## config.mk

```make
export PLATFORM = sky130hd
export DESIGN_NAME = cla_nibble_sequencer_flat
export DESIGN_NICKNAME = d
export VERILOG_FILES = /design/src/rtl/cla_nibble_sequencer_if.sv /design/src/rtl/cla_nibble_sequencer.sv /design/src/flat_wrapper.sv
export SDC_FILE = /design/constraint.sdc
export NUM_CORES = 1
export LEC_CHECK = 0
export BUFFER_PORTS_ARGS = -buffer_cell sky130_fd_sc_hd__buf_2
export CORE_MARGIN = 4
export CORE_UTILIZATION = 60
export CTS_BUF_LIST = sky130_fd_sc_hd__clkbuf_4 sky130_fd_sc_hd__clkbuf_8
export CTS_CLUSTER_DIAMETER = 50
export DETAILED_ROUTE_END_ITERATION = 16
export GPL_ROUTABILITY_DRIVEN = 0
export GPL_TIMING_DRIVEN = 1
export PLACE_DENSITY = 0.88
export SLEW_MARGIN = 20
export SYNTH_ARGS = -nofsm -noshare
export SYNTH_HDL_FRONTEND = slang
export SYNTH_SLANG_ARGS = --single-unit
export TNS_END_PERCENT = 20
```

## constraint.sdc

```tcl
create_clock -name clk -period 6.15 [get_ports clk]
set_input_delay 0.615 -clock clk [delete_from_list [all_inputs] [get_ports clk]]
set_output_delay 0.615 -clock clk [all_outputs]
set_load 0.02 [all_outputs]
```

## src/rtl/cla_nibble_sequencer_if.sv

```systemverilog
// Operand, result and adder-side signal bundle for cla_nibble_sequencer.
// master = the sequencer itself, slave = the operand source / result sink / adder.
interface cla_nibble_sequencer_if #(
    parameter int WIDTH = 16
);
    logic             in_valid;
    logic             in_ready;
    logic [WIDTH-1:0] a_wide;
    logic [WIDTH-1:0] b_wide;
    logic             carry_in;

    logic [3:0]       add_a;
    logic [3:0]       add_b;
    logic             add_cin;
    logic [3:0]       add_s;
    logic             add_cout;

    logic             out_valid;
    logic             out_ready;
    logic [WIDTH-1:0] sum_wide;
    logic             carry_out;
    logic             busy;

    modport master (
        input  in_valid, a_wide, b_wide, carry_in,
        input  add_s, add_cout,
        input  out_ready,
        output in_ready,
        output add_a, add_b, add_cin,
        output out_valid, sum_wide, carry_out, busy
    );

    modport slave (
        output in_valid, a_wide, b_wide, carry_in,
        output add_s, add_cout,
        output out_ready,
        input  in_ready,
        input  add_a, add_b, add_cin,
        input  out_valid, sum_wide, carry_out, busy
    );
endinterface

```

## src/rtl/cla_nibble_sequencer.sv

```systemverilog
// Runs a WIDTH-bit add as NIB sequential nibble passes through a registered 4-bit adder.
// Result after NIB*(ADD_LAT+1) edges; holds the result in DONE until out_ready, in_ready low while busy.
module cla_nibble_sequencer #(
    parameter int WIDTH   = 16,
    parameter int ADD_LAT = 2
) (
    input  logic                     clk,
    input  logic                     reset,
    cla_nibble_sequencer_if.master   bus
);
    localparam int NIB = WIDTH / 4;
    localparam int IW  = (NIB > 1) ? $clog2(NIB) : 1;
    localparam int CW  = (ADD_LAT > 1) ? $clog2(ADD_LAT) : 1;

    typedef enum logic [1:0] {IDLE, ISSUE, WAIT, DONE} state_t;

    state_t           state;
    logic [WIDTH-1:0] a_reg;
    logic [WIDTH-1:0] b_reg;
    logic [WIDTH-1:0] sum_reg;
    logic [IW-1:0]    idx;
    logic [IW-1:0]    idx_nxt;
    logic [CW-1:0]    cnt;
    logic             last_nib;

    assign idx_nxt      = idx + 1'b1;
    assign last_nib     = (idx == IW'(NIB - 1));
    assign bus.sum_wide = sum_reg;

    // add_cin doubles as the running carry register: it is loaded with
    // carry_in on accept and with add_cout at every inter-nibble capture.
    always_ff @(posedge clk or posedge reset) begin
        if (reset) begin
            state         <= IDLE;
            a_reg         <= '0;
            b_reg         <= '0;
            sum_reg       <= '0;
            idx           <= '0;
            cnt           <= '0;
            bus.in_ready  <= 1'b1;
            bus.out_valid <= 1'b0;
            bus.carry_out <= 1'b0;
            bus.add_a     <= 4'd0;
            bus.add_b     <= 4'd0;
            bus.add_cin   <= 1'b0;
            bus.busy      <= 1'b0;
        end else begin
            case (state)
                IDLE: begin
                    if (bus.in_valid && bus.in_ready) begin
                        a_reg        <= bus.a_wide;
                        b_reg        <= bus.b_wide;
                        idx          <= '0;
                        bus.add_a    <= bus.a_wide[3:0];
                        bus.add_b    <= bus.b_wide[3:0];
                        bus.add_cin  <= bus.carry_in;
                        bus.in_ready <= 1'b0;
                        bus.busy     <= 1'b1;
                        state        <= ISSUE;
                    end
                end
                ISSUE: begin
                    cnt   <= CW'(ADD_LAT - 1);
                    state <= WAIT;
                end
                WAIT: begin
                    if (cnt != '0) begin
                        cnt <= cnt - 1'b1;
                    end else begin
                        sum_reg[{idx, 2'b00} +: 4] <= bus.add_s;
                        if (last_nib) begin
                            bus.carry_out <= bus.add_cout;
                            bus.out_valid <= 1'b1;
                            bus.add_a     <= 4'd0;
                            bus.add_b     <= 4'd0;
                            bus.add_cin   <= 1'b0;
                            state         <= DONE;
                        end else begin
                            idx         <= idx_nxt;
                            bus.add_a   <= a_reg[{idx_nxt, 2'b00} +: 4];
                            bus.add_b   <= b_reg[{idx_nxt, 2'b00} +: 4];
                            bus.add_cin <= bus.add_cout;
                            state       <= ISSUE;
                        end
                    end
                end
                DONE: begin
                    if (bus.out_ready) begin
                        bus.out_valid <= 1'b0;
                        bus.in_ready  <= 1'b1;
                        bus.busy      <= 1'b0;
                        state         <= IDLE;
                    end
                end
                default: state <= IDLE;
            endcase
        end
    end
endmodule

```

## src/flat_wrapper.sv

```systemverilog
// flat-port wrapper written by rule: the top's interface ports become plain ports
module cla_nibble_sequencer_flat 
#(
    parameter int WIDTH   = 16,
    parameter int ADD_LAT = 2
)
  (clk, reset, bus_in_valid, bus_a_wide, bus_b_wide, bus_carry_in, bus_add_s, bus_add_cout, bus_out_ready, bus_in_ready, bus_add_a, bus_add_b, bus_add_cin, bus_out_valid, bus_sum_wide, bus_carry_out, bus_busy);
  cla_nibble_sequencer_if #(.WIDTH(WIDTH)) bus_i ();
  input  logic clk;
  input  logic reset;
  input wire logic [$bits(bus_i.in_valid)-1:0] bus_in_valid;
  input wire logic [$bits(bus_i.a_wide)-1:0] bus_a_wide;
  input wire logic [$bits(bus_i.b_wide)-1:0] bus_b_wide;
  input wire logic [$bits(bus_i.carry_in)-1:0] bus_carry_in;
  input wire logic [$bits(bus_i.add_s)-1:0] bus_add_s;
  input wire logic [$bits(bus_i.add_cout)-1:0] bus_add_cout;
  input wire logic [$bits(bus_i.out_ready)-1:0] bus_out_ready;
  output wire logic [$bits(bus_i.in_ready)-1:0] bus_in_ready;
  output wire logic [$bits(bus_i.add_a)-1:0] bus_add_a;
  output wire logic [$bits(bus_i.add_b)-1:0] bus_add_b;
  output wire logic [$bits(bus_i.add_cin)-1:0] bus_add_cin;
  output wire logic [$bits(bus_i.out_valid)-1:0] bus_out_valid;
  output wire logic [$bits(bus_i.sum_wide)-1:0] bus_sum_wide;
  output wire logic [$bits(bus_i.carry_out)-1:0] bus_carry_out;
  output wire logic [$bits(bus_i.busy)-1:0] bus_busy;
  assign bus_i.in_valid = bus_in_valid;
  assign bus_i.a_wide = bus_a_wide;
  assign bus_i.b_wide = bus_b_wide;
  assign bus_i.carry_in = bus_carry_in;
  assign bus_i.add_s = bus_add_s;
  assign bus_i.add_cout = bus_add_cout;
  assign bus_i.out_ready = bus_out_ready;
  assign bus_in_ready = bus_i.in_ready;
  assign bus_add_a = bus_i.add_a;
  assign bus_add_b = bus_i.add_b;
  assign bus_add_cin = bus_i.add_cin;
  assign bus_out_valid = bus_i.out_valid;
  assign bus_sum_wide = bus_i.sum_wide;
  assign bus_carry_out = bus_i.carry_out;
  assign bus_busy = bus_i.busy;
  cla_nibble_sequencer #(.WIDTH(WIDTH), .ADD_LAT(ADD_LAT)) u_core (.clk(clk), .reset(reset), .bus(bus_i));
endmodule
```

Yosys cells after proc, flatten, opt, wreduce, memory -nomap -nowiden. Index checks and enable logic that the tools add are counted.

Register bits after elaboration: 66. Output and inout port bits: 29.

Equal/unequal tests: 9. Shifts and indexed selects: 4. Muxes and demuxes: 33. Reductions and logical operators: 14. Bitwise operators: 1. Add/subtract/negate cells: 3.

Operator list (number): indexed part select 16 x 5 -> 4 bit (2); two-way mux 4 bit (6); bitwise mux 16 bit (1); one-hot mux 4 bit (2 select lines) (2); variable shift 4 x 6 -> 16 bit, first input constant (1); indexed part select 4 x 6 -> 16 bit (1); two-way mux 2 bit (7); AND reduction 3 bit (4); two-way mux 1 bit (10); one-hot mux 1 bit (2 select lines) (5); one-hot mux 2 bit (4 select lines) (1); AND reduction 4 bit (2); nonzero test 2 bit (4); == test 2 bit, second input constant (3); inequality test 2 bit, second input constant (3); negation 4 -> 6 bit (1); inequality test 2 x 1 -> 1 bit, second input constant (2); one-hot mux 2 bit (2 select lines) (1); AND reduction 2 bit (2); adder 2 x 1 -> 2 bit, second input constant (1); == test 2 x 1 -> 1 bit, second input constant (1); logical NOT 2 bit (1); logical AND 1 bit (1); inverter 1 bit (1); subtractor 1 bit, second input constant (1).

Depth between registers and ports, before layout.
Depth after elaboration: 5. Mapped depth: 7. Mapped depth without buffers: 5.

Worst setup path after synthesis. OpenSTA, ideal clock, no wires.

Path type: reg-to-reg. Start point: reg u_core.idx[0]. End point: reg u_core.bus.add_a[1]. Library setup time: 0.125 ns. Cell stages (with the launch flop): 8. Period minus slack after synthesis: 2.264 ns. Slack: 3.886 ns. Path buffers: 2. Arrival time: 2.139 ns. Cell sequence: dfrtp_1 > buf_2 > inv_1 > ha_1 > buf_6 > mux4_2 > a22o_1 > mux2_4.

Cells in the longest elaborated chain, start to end: 5.

RTL lines: from (decl) (line cla_nibble_sequencer.sv:21) `logic [IW-1:0] idx;`; from (signal assigned) (line cla_nibble_sequencer.sv:79) `idx <= idx_nxt;`; adder 2 x 1 -> 2 bit (line cla_nibble_sequencer.sv:26) `assign idx_nxt = idx + 1'b1;`; indexed part select 16 x 5 -> 4 bit (line cla_nibble_sequencer.sv:80) `bus.add_a <= a_reg[{idx_nxt, 2'b00} +: 4];`; two-way mux 4 bit * (line cla_nibble_sequencer.sv:71) `if (last_nib) begin`; two-way mux 4 bit * (line cla_nibble_sequencer.sv:67) `if (cnt != '0) begin`; one-hot mux 4 bit (2 select lines) * (line cla_nibble_sequencer.sv:48) `case (state)`; to (signal assigned) (line cla_nibble_sequencer.sv:54) `bus.add_a <= bus.a_wide[3:0];`; to (signal assigned) (line cla_nibble_sequencer.sv:80); to (decl) (line cla_nibble_sequencer_if.sv:29) `output add_a, add_b, add_cin,`.

Every way passes the cells marked *; elsewhere a longest branch is shown, timed or not. The select of a mux whose other input is x is not followed. A chain may end at the register's enable or synchronous reset.

Worst setup path after layout.
Start point: reg u_core.idx[0]. End point: reg u_core.bus.add_b[1].

Cells in the longest elaborated chain, start to end: 5.

RTL lines: adder 2 x 1 -> 2 bit (line cla_nibble_sequencer.sv:26); indexed part select 16 x 5 -> 4 bit (line cla_nibble_sequencer.sv:81) `bus.add_b <= b_reg[{idx_nxt, 2'b00} +: 4];`; two-way mux 4 bit * (line cla_nibble_sequencer.sv:71); two-way mux 4 bit * (line cla_nibble_sequencer.sv:67); one-hot mux 4 bit (2 select lines) * (line cla_nibble_sequencer.sv:48); to (signal assigned) (line cla_nibble_sequencer.sv:55) `bus.add_b <= bus.b_wide[3:0];`; to (signal assigned) (line cla_nibble_sequencer.sv:81); to (decl) (line cla_nibble_sequencer_if.sv:29).

Marks and branches as above.

==> run summary <==
Syn avg cell area -> 14.30 µm²
Ant diodes -> 0
Die area -> 6226 µm²
Post-synth top area share -> 0.5392
Half-perimeter wire length after detailed placement -> 4338 µm
Syn Inst Count -> 211
Cell taking the most area after synthesis -> dfrtp_1
Final Max Tran Viols -> 0
Sw power -> 0.6851 mW
Gr ovfl total -> 0
Total routed wirelength -> 6041 µm
Cell Rows -> 25
Post-CTS Setup Inserts -> 0
Max IR drop VDD -> 0.0002897 V
Critical path type -> flop to flop
Utilization after layout -> 0.7516
Class of the worst hold path -> flop to flop
Status -> finished, final reports clean
FMAX -> 349.8 MHz
Clock Sink Count -> 66
Sw Ratio -> 0.3621
Rel. slew slack -> 0.4712
Total CTS buffers -> 9
Crit share post-route -> 0.4649
Final ANT Viol Nets -> 0
Syn nets -> 263
Cell internal pwr -> 1.207 mW
Clock network fraction of design power -> 0.169
Top cells by area, synth -> dfrtp_1, mux2_2, a22o_1
CP startpoint kind -> flop
Worst-Margin Slew -> 793.2 ps
Max-cap violation count -> 0
Ratio of cells with drive above 1 in the final layout -> 0.4742
CP max FO -> 13
Unique masters post-synth -> 34
Sequential share of power -> 0.399
Area growth from synthesis to final layout -> 19.25%
Number of nets in the layout -> 338
H-tree depth -> 3
Core area -> 4786 µm²
Crit path required time -> 6370 ps
Yosys reg bits -> 66
Hold_buf cts -> 0
Clk slew on worst S/H paths -> 70 ps
# resized after CTS -> 0
First-pass GRT wire length -> 10430 µm
CTS tree -> done
Leakage -> 1.751 nW
First-iteration detailed-routing DRC count -> 107
Initial antenna violation count -> 0
Pwr/cell area -> 526.0 nW/µm²
Synth Cell Area -> 3017 µm²
Top Ports -> 71
Clock Path Buffers -> 2
Gate power share -> 0.431
Largest net degree at the start of global routing -> 67
Period minus WS final -> 2859 ps
Detailed Routing Iterations Pass 1 -> 4
Initial Util -> 0.6303
Die X -> 78.91 µm
Clock Latency Late Sink -> 340 ps
Remaining routing DRC violations -> 0
CTS root buf -> clkbuf_8
CP endpoint kind -> flop
Final hold vios -> 0
Gr usage total -> 0.2180
Clock skew -> 8.702 ps
Unrepaired setup endpoints after global routing -> false
Final setup fails -> 0
DR vias/cell -> 5.603
Arrival @ worst endpoint -> 3080 ps
Yosys warning total -> 0
Die Height -> 78.91 µm
PortBufs -> 70
Vias -> 2006
Setup_tns -> 0 ps
WL/cell -> 16.87 µm
Post-synthesis sequential area ratio -> 0.5479
Vias in the first global route -> 2122
per-stage QoR:
stage               setup WS [ps]  power [mW]  std cells  hold WS (ps)  area, µm²
floorplan                    3882       1.365        211         470.4       3017
global placement             3369       1.538        342         479.8       3422
detailed placement           3283       1.580        342         489.1       3422
CTS                          3266       1.904        358         489.7       3597
global route                 3116       2.013        358         488.2       3597
finish                       3291       1.892        358         501.2       3597
power by group through the flow:
stage | clock, mW | combinational, mW | sequential (mW)
6_report | 0.320 | 0.816 | 0.755
3_5_place_dp | 0 | 0.820 | 0.761
5_1_grt | 0.346 | 0.885 | 0.781
4_1_cts | 0.325 | 0.824 | 0.754
3_3_place_gp | 0 | 0.786 | 0.752
2_1_floorplan | 0 | 0.542 | 0.823
critical path, cell delays in order, from the launching register on:
cell     delay (ps)
dfrtp_1         690
inv_1           240
ha_1            730
mux4_1          610
a22o_1          200
mux2_2          270
synthesized netlist by cell type, drive strengths merged:
| cell | instances |
|---|---|
| a21bo | 1 |
| clkinv | 1 |
| and3 | 1 |
| nor4 | 2 |
| a22oi | 1 |
| mux2 | 41 |
| o2bb2ai | 1 |
| a32o | 1 |
| nor2b | 6 |
| nor2 | 4 |
| mux2i | 2 |
| a21o | 1 |
| and2 | 1 |
| a22o | 24 |
| nand2 | 5 |
| a2bb2oi | 1 |
| dfstp | 1 |
| buf | 6 |
| mux4 | 8 |
| dfrtp | 65 |
| o21ai | 1 |
| a41oi | 1 |
| nand3b | 4 |
| inv | 8 |
| nand3 | 2 |
| nor4b | 2 |
| a31oi | 1 |
| a21oi | 6 |
| ha | 10 |
| nand2b | 1 |
| clkbuf | 2 |
layout by cell type, fill, tap and decap left out, types with 5 or more instances in the layout:
cell type	instances
a22o_1	24
nand2_1	5
ha_1	10
buf_2	70
mux2_2	36
dfrtp_1	65
inv_1	7
a21oi_1	6
nor2b_1	6
mux4_2	6
mux2_4	5
clkbuf_8	10
layer usage:
layer,vias to the layer above,GRT usage,share of wire
met2,53,0.3404,0.49
li1,940,-,-
met5,-,0,0
met1,1003,0.2961,0.45
met3,10,0.04422,0.041
met4,0,0.1031,0.020
kinds of logic (layout without fill, tap and decap cells):
logic type               after synthesis  count (layout)  share of synthesized area
AO/OA/AOI/OAI                         39              39                     0.1037
buffers and inverters                 17              97                    0.02571
AND/OR/NAND/NOR                       28              28                    0.05310
multiplexers                          51              51                     0.2281
flip-flops                            66              66                     0.5479
adder cells (fa/ha/maj)               10              10                    0.04148
path summary, 6_finish.rpt:
kind,from,endpoint,slack (ps),cells past startpoint
max,u_core.idx[0],u_core.bus.add_b[1],3290,5
min,u_core.bus.busy,u_core.bus.busy,500,1
max reg2reg,u_core.idx[0],u_core.bus.add_b[1],3290,5
min reg2reg,u_core.bus.busy,u_core.bus.busy,500,1
max in group asynchronous,reset,u_core.a_reg[8],5140,3
min in group asynchronous,reset,u_core.bus.sum_wide[1],510,3
cell type report:
class	count	area, µm²
Tap cell	67	83.83
Clock inverter	5	30.03
Fill cell	302	1189
Clock buffer	11	145.1
Inverter	9	33.78
Sequential cell	66	1653
Timing Repair Buffer	72	365.4
Multi-Input combinational cell	128	1286
(Power assumes the default switching activity.)
